File: src/rtl/snake_pkg.sv
// Shared types, direction codes, colours and width helpers for the snake body renderer.
package snake_pkg;

    typedef enum logic [2:0] {
        DIR_NONE  = 3'd0,
        DIR_UP    = 3'd1,
        DIR_DOWN  = 3'd2,
        DIR_LEFT  = 3'd3,
        DIR_RIGHT = 3'd4
    } dir_t;

    typedef struct packed {
        logic [3:0] r;
        logic [3:0] g;
        logic [3:0] b;
    } rgb_t;

    localparam rgb_t COLOR_HEAD = 12'hFF0;
    localparam rgb_t COLOR_BODY = 12'h0F0;
    localparam rgb_t COLOR_DEAD = 12'hF00;
    localparam rgb_t COLOR_OFF  = 12'h000;

    function automatic dir_t opposite_dir(input dir_t d);
        case (d)
            DIR_UP:    return DIR_DOWN;
            DIR_DOWN:  return DIR_UP;
            DIR_LEFT:  return DIR_RIGHT;
            DIR_RIGHT: return DIR_LEFT;
            default:   return DIR_NONE;
        endcase
    endfunction

    // Bits needed to hold a grid coordinate 0..n-1.
    function automatic int coord_width(input int n);
        return (n <= 2) ? 1 : $clog2(n);
    endfunction

endpackage

File: src/rtl/snake_body_renderer_if.sv
// Control-packet stream from the packet router into the snake renderer.
interface snake_body_renderer_if;
    logic [63:0] tdata;
    logic        tvalid;
    logic        tlast;
    logic        tready;

    modport master (output tdata, output tvalid, output tlast, input tready);
    modport slave  (input tdata, input tvalid, input tlast, output tready);
endinterface

File: src/rtl/snake_tick_gen.sv
// Free-running divider: one-cycle tick every TICK_DIV clocks, on the wrap of the counter.
module snake_tick_gen #(
    parameter int TICK_DIV = 6250000
) (
    input  logic i_clk,
    input  logic i_rst_n,
    output logic tick
);
    localparam int            CW   = $clog2(TICK_DIV);
    localparam logic [CW-1:0] LAST = CW'(TICK_DIV - 1);

    logic [CW-1:0] cnt_reg;

    always_ff @(posedge i_clk or negedge i_rst_n) begin
        if (!i_rst_n) begin
            cnt_reg <= '0;
        end else if (cnt_reg == LAST) begin
            cnt_reg <= '0;
        end else begin
            cnt_reg <= cnt_reg + CW'(1);
        end
    end

    assign tick = (cnt_reg == LAST);
endmodule

File: src/rtl/snake_body_renderer.sv
// Multi-segment grid snake: direction control, growth, collision and VGA layer rendering.
// Build option SNAKE_WRAP_EN: walls wrap around the grid instead of being fatal.
module snake_body_renderer
    import snake_pkg::*;
#(
    parameter int CELL_SHIFT = 5,
    parameter int GRID_W     = 20,
    parameter int GRID_H     = 15,
    parameter int MAX_LEN    = 16,
    parameter int INIT_LEN   = 3,
    parameter int TICK_DIV   = 6250000
) (
    input  logic                               i_clk,
    input  logic                               i_rst_n,
    snake_body_renderer_if.slave               s_axis,
    input  logic                               i_grow,
    input  logic [9:0]                         i_pixel_x,
    input  logic [9:0]                         i_pixel_y,
    input  logic                               i_video_on,
    output logic [3:0]                         o_vga_r,
    output logic [3:0]                         o_vga_g,
    output logic [3:0]                         o_vga_b,
    output logic [coord_width(GRID_W)-1:0]     o_head_x,
    output logic [coord_width(GRID_H)-1:0]     o_head_y,
    output logic [$clog2(MAX_LEN+1)-1:0]       o_len,
    output logic                               o_dead
);
    localparam int XW = coord_width(GRID_W);
    localparam int YW = coord_width(GRID_H);
    localparam int LW = $clog2(MAX_LEN + 1);

    logic          tick;
    dir_t          heading_reg, pending_reg;
    logic          grow_pending_reg;
    logic [LW-1:0] len_reg;
    logic          dead_reg;
    logic [XW-1:0] seg_x_reg [MAX_LEN];
    logic [YW-1:0] seg_y_reg [MAX_LEN];
    rgb_t          rgb_reg, rgb_next;

    snake_tick_gen #(.TICK_DIV(TICK_DIV)) u_tick_gen (
        .i_clk   (i_clk),
        .i_rst_n (i_rst_n),
        .tick    (tick)
    );

    assign s_axis.tready = 1'b1;

    // Direction decode; reversal is judged against the committed heading only.
    logic [7:0] dir_code;
    dir_t       dir_in;
    logic       dir_accept;

    assign dir_code = s_axis.tdata[15:8];

    always_comb begin
        dir_in     = DIR_NONE;
        dir_accept = 1'b0;
        if (s_axis.tvalid && s_axis.tlast && (dir_code inside {[8'd1:8'd4]})) begin
            dir_in     = dir_t'(dir_code[2:0]);
            dir_accept = (dir_in != opposite_dir(heading_reg));
        end
    end

    // Candidate head position for the next move.
    logic [XW-1:0] next_x;
    logic [YW-1:0] next_y;
    logic          wall_hit;

    always_comb begin
        next_x   = seg_x_reg[0];
        next_y   = seg_y_reg[0];
        wall_hit = 1'b0;
        case (pending_reg)
            DIR_UP: begin
                if (seg_y_reg[0] == '0) begin
`ifdef SNAKE_WRAP_EN
                    next_y = YW'(GRID_H - 1);
`else
                    wall_hit = 1'b1;
`endif
                end else begin
                    next_y = seg_y_reg[0] - YW'(1);
                end
            end
            DIR_DOWN: begin
                if (seg_y_reg[0] == YW'(GRID_H - 1)) begin
`ifdef SNAKE_WRAP_EN
                    next_y = '0;
`else
                    wall_hit = 1'b1;
`endif
                end else begin
                    next_y = seg_y_reg[0] + YW'(1);
                end
            end
            DIR_LEFT: begin
                if (seg_x_reg[0] == '0) begin
`ifdef SNAKE_WRAP_EN
                    next_x = XW'(GRID_W - 1);
`else
                    wall_hit = 1'b1;
`endif
                end else begin
                    next_x = seg_x_reg[0] - XW'(1);
                end
            end
            DIR_RIGHT: begin
                if (seg_x_reg[0] == XW'(GRID_W - 1)) begin
`ifdef SNAKE_WRAP_EN
                    next_x = '0;
`else
                    wall_hit = 1'b1;
`endif
                end else begin
                    next_x = seg_x_reg[0] + XW'(1);
                end
            end
            default: ;
        endcase
    end

    // A full-length snake consumes the grow but still vacates its tail.
    logic          grow_eff;
    logic [LW-1:0] hit_limit;
    logic [MAX_LEN-1:0] body_hit;
    logic          collide;
    logic          move;

    assign grow_eff  = (grow_pending_reg || i_grow) && (len_reg != LW'(MAX_LEN));
    assign hit_limit = grow_eff ? len_reg : len_reg - LW'(1);

    generate
        for (genvar gi = 0; gi < MAX_LEN; gi++) begin : g_self_hit
            assign body_hit[gi] = (LW'(gi) < hit_limit)
                               && (seg_x_reg[gi] == next_x)
                               && (seg_y_reg[gi] == next_y);
        end
    endgenerate

    assign collide = wall_hit || (|body_hit);
    assign move    = tick && !dead_reg && !collide;

    always_ff @(posedge i_clk or negedge i_rst_n) begin
        if (!i_rst_n) begin
            heading_reg      <= DIR_RIGHT;
            pending_reg      <= DIR_RIGHT;
            grow_pending_reg <= 1'b0;
            len_reg          <= LW'(INIT_LEN);
            dead_reg         <= 1'b0;
        end else begin
            if (dir_accept && !dead_reg) begin
                pending_reg <= dir_in;
            end
            if (tick && !dead_reg) begin
                heading_reg      <= pending_reg;
                grow_pending_reg <= 1'b0;
                if (collide) begin
                    dead_reg <= 1'b1;
                end else if (grow_eff) begin
                    len_reg <= len_reg + LW'(1);
                end
            end else if (i_grow) begin
                grow_pending_reg <= 1'b1;
            end
        end
    end

    always_ff @(posedge i_clk or negedge i_rst_n) begin
        if (!i_rst_n) begin
            for (int i = 0; i < MAX_LEN; i++) begin
                seg_x_reg[i] <= (i < INIT_LEN) ? XW'(GRID_W / 2 - i) : '0;
                seg_y_reg[i] <= (i < INIT_LEN) ? YW'(GRID_H / 2) : '0;
            end
        end else if (move) begin
            seg_x_reg[0] <= next_x;
            seg_y_reg[0] <= next_y;
            for (int i = 1; i < MAX_LEN; i++) begin
                seg_x_reg[i] <= seg_x_reg[i-1];
                seg_y_reg[i] <= seg_y_reg[i-1];
            end
        end
    end

    // Pixel-to-cell match against every live segment.
    logic [9:0]         cell_x, cell_y;
    logic [MAX_LEN-1:0] pix_hit;
    logic               head_pix, body_pix;

    assign cell_x = i_pixel_x >> CELL_SHIFT;
    assign cell_y = i_pixel_y >> CELL_SHIFT;

    generate
        for (genvar gi = 0; gi < MAX_LEN; gi++) begin : g_pix_hit
            assign pix_hit[gi] = (LW'(gi) < len_reg)
                              && (cell_x == 10'(seg_x_reg[gi]))
                              && (cell_y == 10'(seg_y_reg[gi]));
        end
    endgenerate

    assign head_pix = pix_hit[0];
    assign body_pix = |pix_hit[MAX_LEN-1:1];

    always_comb begin
        rgb_next = COLOR_OFF;
        if (i_video_on && (head_pix || body_pix)) begin
            if (dead_reg) begin
                rgb_next = COLOR_DEAD;
            end else if (head_pix) begin
                rgb_next = COLOR_HEAD;
            end else begin
                rgb_next = COLOR_BODY;
            end
        end
    end

    always_ff @(posedge i_clk or negedge i_rst_n) begin
        if (!i_rst_n) begin
            rgb_reg <= COLOR_OFF;
        end else begin
            rgb_reg <= rgb_next;
        end
    end

    assign o_vga_r  = rgb_reg.r;
    assign o_vga_g  = rgb_reg.g;
    assign o_vga_b  = rgb_reg.b;
    assign o_head_x = seg_x_reg[0];
    assign o_head_y = seg_y_reg[0];
    assign o_len    = len_reg;
    assign o_dead   = dead_reg;

    logic unused_bits;
    assign unused_bits = ^{s_axis.tdata[63:16], s_axis.tdata[7:0]};
endmodule
File: src/flat_wrapper.sv
// flat-port wrapper written by rule: the top's interface ports become plain ports
module snake_body_renderer_flat import snake_pkg::*;
#(
    parameter int CELL_SHIFT = 5,
    parameter int GRID_W     = 20,
    parameter int GRID_H     = 15,
    parameter int MAX_LEN    = 16,
    parameter int INIT_LEN   = 3,
    parameter int TICK_DIV   = 6250000
)
  (i_clk, i_rst_n, i_grow, i_pixel_x, i_pixel_y, i_video_on, o_vga_r, o_vga_g, o_vga_b, o_head_x, o_head_y, o_len, o_dead, s_axis_tdata, s_axis_tvalid, s_axis_tlast, s_axis_tready);
  snake_body_renderer_if s_axis_i ();
  input  logic i_clk;
  input  logic i_rst_n;
  input  logic i_grow;
  input  logic [9:0] i_pixel_x;
  input  logic [9:0] i_pixel_y;
  input  logic i_video_on;
  output logic [3:0] o_vga_r;
  output logic [3:0] o_vga_g;
  output logic [3:0] o_vga_b;
  output logic [coord_width(GRID_W)-1:0] o_head_x;
  output logic [coord_width(GRID_H)-1:0] o_head_y;
  output logic [$clog2(MAX_LEN+1)-1:0] o_len;
  output logic o_dead;
  input wire logic [$bits(s_axis_i.tdata)-1:0] s_axis_tdata;
  input wire logic [$bits(s_axis_i.tvalid)-1:0] s_axis_tvalid;
  input wire logic [$bits(s_axis_i.tlast)-1:0] s_axis_tlast;
  output wire logic [$bits(s_axis_i.tready)-1:0] s_axis_tready;
  assign s_axis_i.tdata = s_axis_tdata;
  assign s_axis_i.tvalid = s_axis_tvalid;
  assign s_axis_i.tlast = s_axis_tlast;
  assign s_axis_tready = s_axis_i.tready;
  snake_body_renderer #(.CELL_SHIFT(CELL_SHIFT), .GRID_W(GRID_W), .GRID_H(GRID_H), .MAX_LEN(MAX_LEN), .INIT_LEN(INIT_LEN), .TICK_DIV(TICK_DIV)) u_core (.i_clk(i_clk), .i_rst_n(i_rst_n), .s_axis(s_axis_i), .i_grow(i_grow), .i_pixel_x(i_pixel_x), .i_pixel_y(i_pixel_y), .i_video_on(i_video_on), .o_vga_r(o_vga_r), .o_vga_g(o_vga_g), .o_vga_b(o_vga_b), .o_head_x(o_head_x), .o_head_y(o_head_y), .o_len(o_len), .o_dead(o_dead));
endmodule
File: config.mk
export PLATFORM = sky130hd
export DESIGN_NAME = snake_body_renderer_flat
export DESIGN_NICKNAME = d
export VERILOG_FILES = /design/src/rtl/snake_pkg.sv /design/src/rtl/snake_body_renderer_if.sv /design/src/rtl/snake_tick_gen.sv /design/src/rtl/snake_body_renderer.sv /design/src/flat_wrapper.sv
export SDC_FILE = /design/constraint.sdc
export NUM_CORES = 1
export LEC_CHECK = 0
export BUFFER_PORTS_ARGS = -buffer_cell sky130_fd_sc_hd__buf_2
export CORE_MARGIN = 2
export CORE_UTILIZATION = 48
export DETAILED_ROUTE_END_ITERATION = 6
export GPL_TIMING_DRIVEN = 0
export PLACE_DENSITY = 0.67
export SETUP_SLACK_MARGIN = 0.05
export SYNTH_ARGS = -nofsm -noshare
export SYNTH_HDL_FRONTEND = slang
export SYNTH_HIERARCHICAL = 1
export SYNTH_SLANG_ARGS = --single-unit
File: constraint.sdc
create_clock -name i_clk -period 12.4 [get_ports i_clk]
set_input_delay 1.24 -clock i_clk [delete_from_list [all_inputs] [get_ports i_clk]]
set_output_delay 1.24 -clock i_clk [all_outputs]
set_load 0.05 [all_outputs]
==> flow_summary.yaml, run 1 <==
run_status:
  status: "finished with violations"
  violations: "design-rule violations, max-capacitance violations, max-slew violations"
setup_path:
  required_ns: 12.70
  worst-r2r-setup-slack_ns: 6.56
  start_kind: "flip-flop"
  worstSetupPathType: "flip-flop to flip-flop"
  cp_max_fo: 11
  endpoint_kind: "flip-flop"
  cp.arrival_ns: 6.14
logic_synthesis:
  synth_edf_count: 0
  ys_top_cells_by_area: "dfrtp_1 (32%), xnor2_1 (11%), xor2_1 (8.0%), mux2_1 (6.5%), mux2_2 (4.4%)"
  synth-compound-area-share_pct: 9.89
  synth_xor_area_share_pct: 20.8
  synth_top_area_share_pct: 32.2
  synthArstFlopShare_pct: 100
  synthCells: 1264
  avgSynthCellArea_sq_um: 10.1
  yosysWarnings: 6
  synth_area_sq_mm: 0.0127
  synth_top_family_by_area: "XOR/XNOR gates"
  ys_ff_latch: 182
  synthTopCellsByCount: "xnor2_1 (165), dfrtp_1 (164), xor2_1 (117), mux2_1 (74), nand2_1 (68)"
  yosys.area.top_type: "dfrtp_1"
  synth_flop_cell: "dfrtp_1"
  yosysMostFrequentCell: "xnor2_1"
  ys_types: 92
  synthSimpleGateAreaFrac_pct: 15.0
  synth-adder-area-share_pct: 1.06
  muxShareOfSynthArea_pct: 11.5
  ys_seq_area_share_pct: 35.9
clock_network:
  cts.sinks: 182
  cts_made_buffers: 17
  cts_buffer_depth: 2
  path_clk_slew_ns: 0.09
  clock-root-buffer: "clkbuf_16"
  htreeDepth: 4
  cts_setup_buffers: 0
  cts_tree: "yes"
  holdBufCountCts: 0
  cts_resized: 0
  clk_latency_ns: 0.46
global_routing:
  globalRouteMet2Util_pct: 46.6
  grt_use_met1_pct: 44.7
  antenna_found_initial: 0
  grt_most_used_layer: "met2"
  grt_overflow: 0
  grt_pass1_wl_um: 66500
  grt_max_degree: 119
  grt_pass1_vias: 10200
  grt_use_total_pct: 32.3
  grtUsageMet3_pct: 7.60
timing:
  slew_violations: 6
  clock-skew-final_ns: 0.0205
  fin_crit_sh_pct: 47.1
  rsz0062_at_grt: "no"
  fmax_mhz: 171
  hold_slack_ns: 0.470
  hold_viol_final: 0
  tightestPinTransition_ns: 1.54
  setup_viol_count_final: 0
  final.min_clock_period_ns: 5.84
  finalSetupTns_ns: 0
  slew_headroom_pct: -2.96
placed_design:
  dpl.cell_count: 1641
  dp_hpwl_um: 33300
  routabilityCongestion: 1.12
  io_buffers: 37
layout:
  post-route-util_pct: 53.8
  diodes: 0
  area_growth_pct: 9.90
  largest_register_ffs: 75
  fin_cells: 1673
  drive_above_1_share_pct: 16.7
  nFillCells: 2367
  final_net_count: 1425
floorplanning:
  start_util_pct: 48.9
  row_count: 59
  pin_count: 118
  core_sq_mm: 0.0261
  chipHeight_um: 167
  die_area_sq_mm: 0.0279
  die_w_um: 167
routing:
  firstDrtPassIters: 7
  vias: 10700
  wirelength_um: 45100
  antenna_left: 0
  drtIter0Drc: 1518
  drc: 2
  post_drt_wl_per_cell_um: 27.0
  via_per_inst: 6.37
hold_path:
  min_path_type: "flip-flop to flip-flop"
pwr:
  power_density_mw_per_mm2: 94.7
  cellLeakagePower_uw: 0.00622
  ir_drop_mv: 0.0708
flow_run:
  maxCapViolCount: 2
[path summary, 6_finish.rpt]
| path | start | endpoint | cells past startpoint |
|---|---|---|---|
| min reg2reg | u_core/u_tick_gen/cnt_reg[19] | u_core/u_tick_gen/cnt_reg[19] | 1 |
| max reg2reg | u_core/o_head_y[0] | u_core/seg_y_reg[17] | 15 |
| max in group asynchronous | i_rst_n | u_core/seg_y_reg[0] | 2 |
| min | u_core/u_tick_gen/cnt_reg[19] | u_core/u_tick_gen/cnt_reg[19] | 1 |
| min in group asynchronous | i_rst_n | u_core/seg_x_reg[71] | 1 |
| max | u_core/o_head_y[0] | u_core/seg_y_reg[17] | 15 |
[metrics by stage]
stage                     total power [uW]  setup slack [ns]  area (sq um)
after floorplan                        709              8.09         12800
after detailed placement               766              6.86         13400
after CTS                             1330              6.81         14000
after global placement                 764              6.86         13400
final                                 1330              6.56         14000
after global routing                  1360              6.48         14000
[layout make-up]
cell class,count,area [sq um],area share (%)
Timing Repair Buffer,39,230,1.64
Buffer,103,634,4.53
Clock buffer,17,425,3.04
Clock inverter,15,175,1.25
Multi-Input combinational cell,957,7450,53.2
Inverter,25,93.8,0.670
Sequential cell,182,4580,32.7
Tap cell,335,419,2.99
[where the power goes]
part | total [uW] | switching (uW) | internal [uW]
Combinational | 167 | 111 | 56.4
Clock | 564 | 290 | 274
Sequential | 595 | 0.959 | 594
Total | 1330 | 401 | 925
[worst max-delay path, cell delays in order, from the launching register on]
cell      delay [ns]
dfstp_2         0.55
buf_2           0.32
inv_1           0.21
clkbuf_1        0.39
ha_1            0.37
a21boi_0        0.17
a21oi_1         0.16
a221oi_4        0.78
clkbuf_1        0.72
xnor2_1         0.16
nor4_1          0.25
nand4_1         0.32
and4_1          0.36
nand3_4         0.13
clkbuf_1        0.55
o21ai_0         0.20
[cell families after synthesis]
group | after synthesis
AND/OR/NAND/NOR | 342
flip-flops | 182
other | 2
buffers and inverters | 128
adder cells (fa/ha/maj) | 11
multiplexers | 131
AO/OA/AOI/OAI | 178
XOR/XNOR | 290
[per-layer routing]
metal  part of all wire [%]  vias to the layer above
li1                       -                     4590
met1                     41                     5202
met2                     42                      706
met3                     11                      157
met4                    6.1                        0
met5                      0                        -
[cells in the final DEF, fill, tap and decap left out, types with 9 or more instances in the layout]
master,instances
xnor2_1,165
dfrtp_1,164
xor2_1,117
mux2_1,74
nand2_1,68
buf_2,53
o21ai_0,51
mux2_2,50
nor2_1,49
clkbuf_1,41
nand3_1,41
nand4_1,34
nor3_1,33
buf_4,31
nor4_1,30
inv_1,24
a21oi_1,24
dfstp_2,18
clkbuf_16,17
a2111oi_0,13
ha_1,10
buf_8,9
and3_1,9
Note: power is estimated with default switching activity, not from simulation.
==> run 2: changes to the inputs <==
==> constraint.sdc (replaced) <==
create_clock -name i_clk -period 5.4 [get_ports i_clk]
set_input_delay 0.54 -clock i_clk [delete_from_list [all_inputs] [get_ports i_clk]]
set_output_delay 0.54 -clock i_clk [all_outputs]
set_load 0.05 [all_outputs]
==> flow_summary.yaml, run 2 (synthesis gave the netlist of run 1 again) <==
run_status:
  status: "finished with violations"
  violations: "max-capacitance violations"
timing:
  tightestPinTransition_ns: 1.42
  rsz0062_at_grt: "no"
  finalSetupTns_ns: 0
  slew_headroom_pct: 2.98
  hold_viol_final: 0
  setup_viol_count_final: 0
  clock-skew-final_ns: 0.0201
  final.min_clock_period_ns: 5.28
  fmax_mhz: 189
  slew_violations: 0
  fin_crit_sh_pct: 97.8
floorplanning:
  die_w_um: 167
  row_count: 59
  core_sq_mm: 0.0261
  die_area_sq_mm: 0.0279
  chipHeight_um: 167
  pin_count: 118
  start_util_pct: 48.9
pwr:
  switching_share_pct: 30.3
  p_seq_share_pct: 44.8
  cellLeakagePower_uw: 0.00625
  p_comb_share_pct: 12.7
  p_int_uw: 2130
  clkPwrFrac_pct: 42.5
  ir_drop_mv: 0.162
  power_density_mw_per_mm2: 217
  netSwitchingPower_uw: 923
clock_network:
  holdBufCountCts: 0
  clock-root-buffer: "clkbuf_16"
  clk_latency_ns: 0.46
  cts_made_buffers: 17
  cts_tree: "yes"
  cts.sinks: 182
  htreeDepth: 4
  path_clk_slew_ns: 0.08
  cts_buffer_depth: 2
placed_design:
  dpl-instance-area_sq_mm: 0.0134
  routabilityCongestion: 1.12
  io_buffers: 37
  dpl.cell_count: 1641
  dp_hpwl_um: 33300
global_routing:
  globalRouteMet2Util_pct: 46.6
  grt_max_degree: 119
  grt_most_used_layer: "met2"
  grt_pass1_wl_um: 66400
  grt_overflow: 0
  antenna_found_initial: 0
  grt_pass1_vias: 10100
  grtUsageMet3_pct: 7.46
  grt_use_met1_pct: 44.8
  grt_use_total_pct: 32.3
hold_path:
  min_path_type: "input pin to asynchronous set/reset pin"
routing:
  vias: 10800
  antenna_left: 0
  via_per_inst: 6.44
  firstDrtPassIters: 6
  drc: 0
  drtIter0Drc: 1695
  wirelength_um: 45100
  post_drt_wl_per_cell_um: 26.9
layout:
  post-route-util_pct: 54.0
  mostFrequentLayoutCell: "xnor2_1"
  fin_cells: 1676
  final_cell_area_sq_mm: 0.0141
  area_growth_pct: 10.4
  largest_register_ffs: 75
  nFillCells: 2359
  final_cell_mix: "xnor2_1 (165), dfrtp_1 (164), xor2_1 (117), mux2_1 (74), nand2_1 (68)"
  drive_above_1_share_pct: 17.3
  final_net_count: 1428
  diodes: 0
flow_run:
  maxCapViolCount: 1
setup_path:
  cp.arrival_ns: 5.61
  worstSetupPathType: "flip-flop to flip-flop"
  cp_max_fo: 11
  start_kind: "flip-flop"
  endpoint_kind: "flip-flop"
  required_ns: 5.73
[run 2: per-layer routing]
metal | vias up | part of all wire, %
li1 | 4617 | -
met5 | - | 0
met1 | 5315 | 40
met3 | 152 | 11
met2 | 702 | 42
met4 | 0 | 5.9
[run 2: area by class of cell]
| type | instances | area [sq um] | share of cell area, % |
|---|---|---|---|
| Inverter | 25 | 93.8 | 0.667 |
| Clock inverter | 15 | 175 | 1.25 |
| Buffer | 103 | 644 | 4.58 |
| Sequential cell | 182 | 4580 | 32.5 |
| Timing Repair Buffer | 42 | 253 | 1.80 |
| Tap cell | 335 | 419 | 2.98 |
| Multi-Input combinational cell | 957 | 7480 | 53.2 |
| Clock buffer | 17 | 425 | 3.02 |
[run 2: path summary, 6_finish.rpt]
| kind | start | endpoint | slack (ns) | cells past startpoint |
|---|---|---|---|---|
| max | u_core/o_head_y[0] | u_core/seg_y_reg[49] | 0.12 | 18 |
| min | i_rst_n | u_core/seg_x_reg[71] | 0.02 | 1 |
| max reg2reg | u_core/o_head_y[0] | u_core/seg_y_reg[49] | 0.12 | 18 |
| min reg2reg | u_core/u_tick_gen/cnt_reg[19] | u_core/u_tick_gen/cnt_reg[19] | 0.47 | 1 |
| max in group asynchronous | i_rst_n | u_core/seg_y_reg[0] | 4.40 | 2 |
| min in group i_clk | i_video_on | u_core/o_vga_g[2] | 0.36 | 3 |
[run 2: metrics by stage]
step | setup slack (ns) | power (uW) | hold slack, ns
floorplan | 1.09 | 1630 | 0.244
global placement | -0.137 | 1750 | 0.464
detailed placement | -0.144 | 1760 | 0.461
CTS | 0.0801 | 3050 | 0.0352
global route | 0.0767 | 3130 | 0.0558
finish | 0.120 | 3050 | 0.0197
[run 2: power groups by stage]
stage	Sequential (uW)	Combinational, uW	Clock (uW)
finish	1370	386	1300
global placement	1390	361	0
detailed placement	1390	365	0
CTS	1370	368	1320
floorplan	1390	235	0
global route	1370	400	1370
[run 2: what timing repair did]
action	in CTS	in global routing
pin swaps	0	1
endpoints found under the setup margin	146	149
resized for setup	3	10
buffers inserted	0	3
[run 2: worst max-delay path, cell delays in order, from the launching register on]
cell and delay [ns]:
dfstp_2 0.38, buf_2 0.22, inv_1 0.21, clkbuf_4 0.31
ha_1 0.28, or3b_1 0.42, o32a_1 0.39, and2_1 0.20
buf_6 0.15, buf_2 0.25, a32oi_1 0.31, nand4_1 0.14
or4_1 0.58, o2111a_1 0.19, and4_1 0.20, nand3_4 0.14
buf_12 0.20, buf_8 0.20, mux2_1 0.34
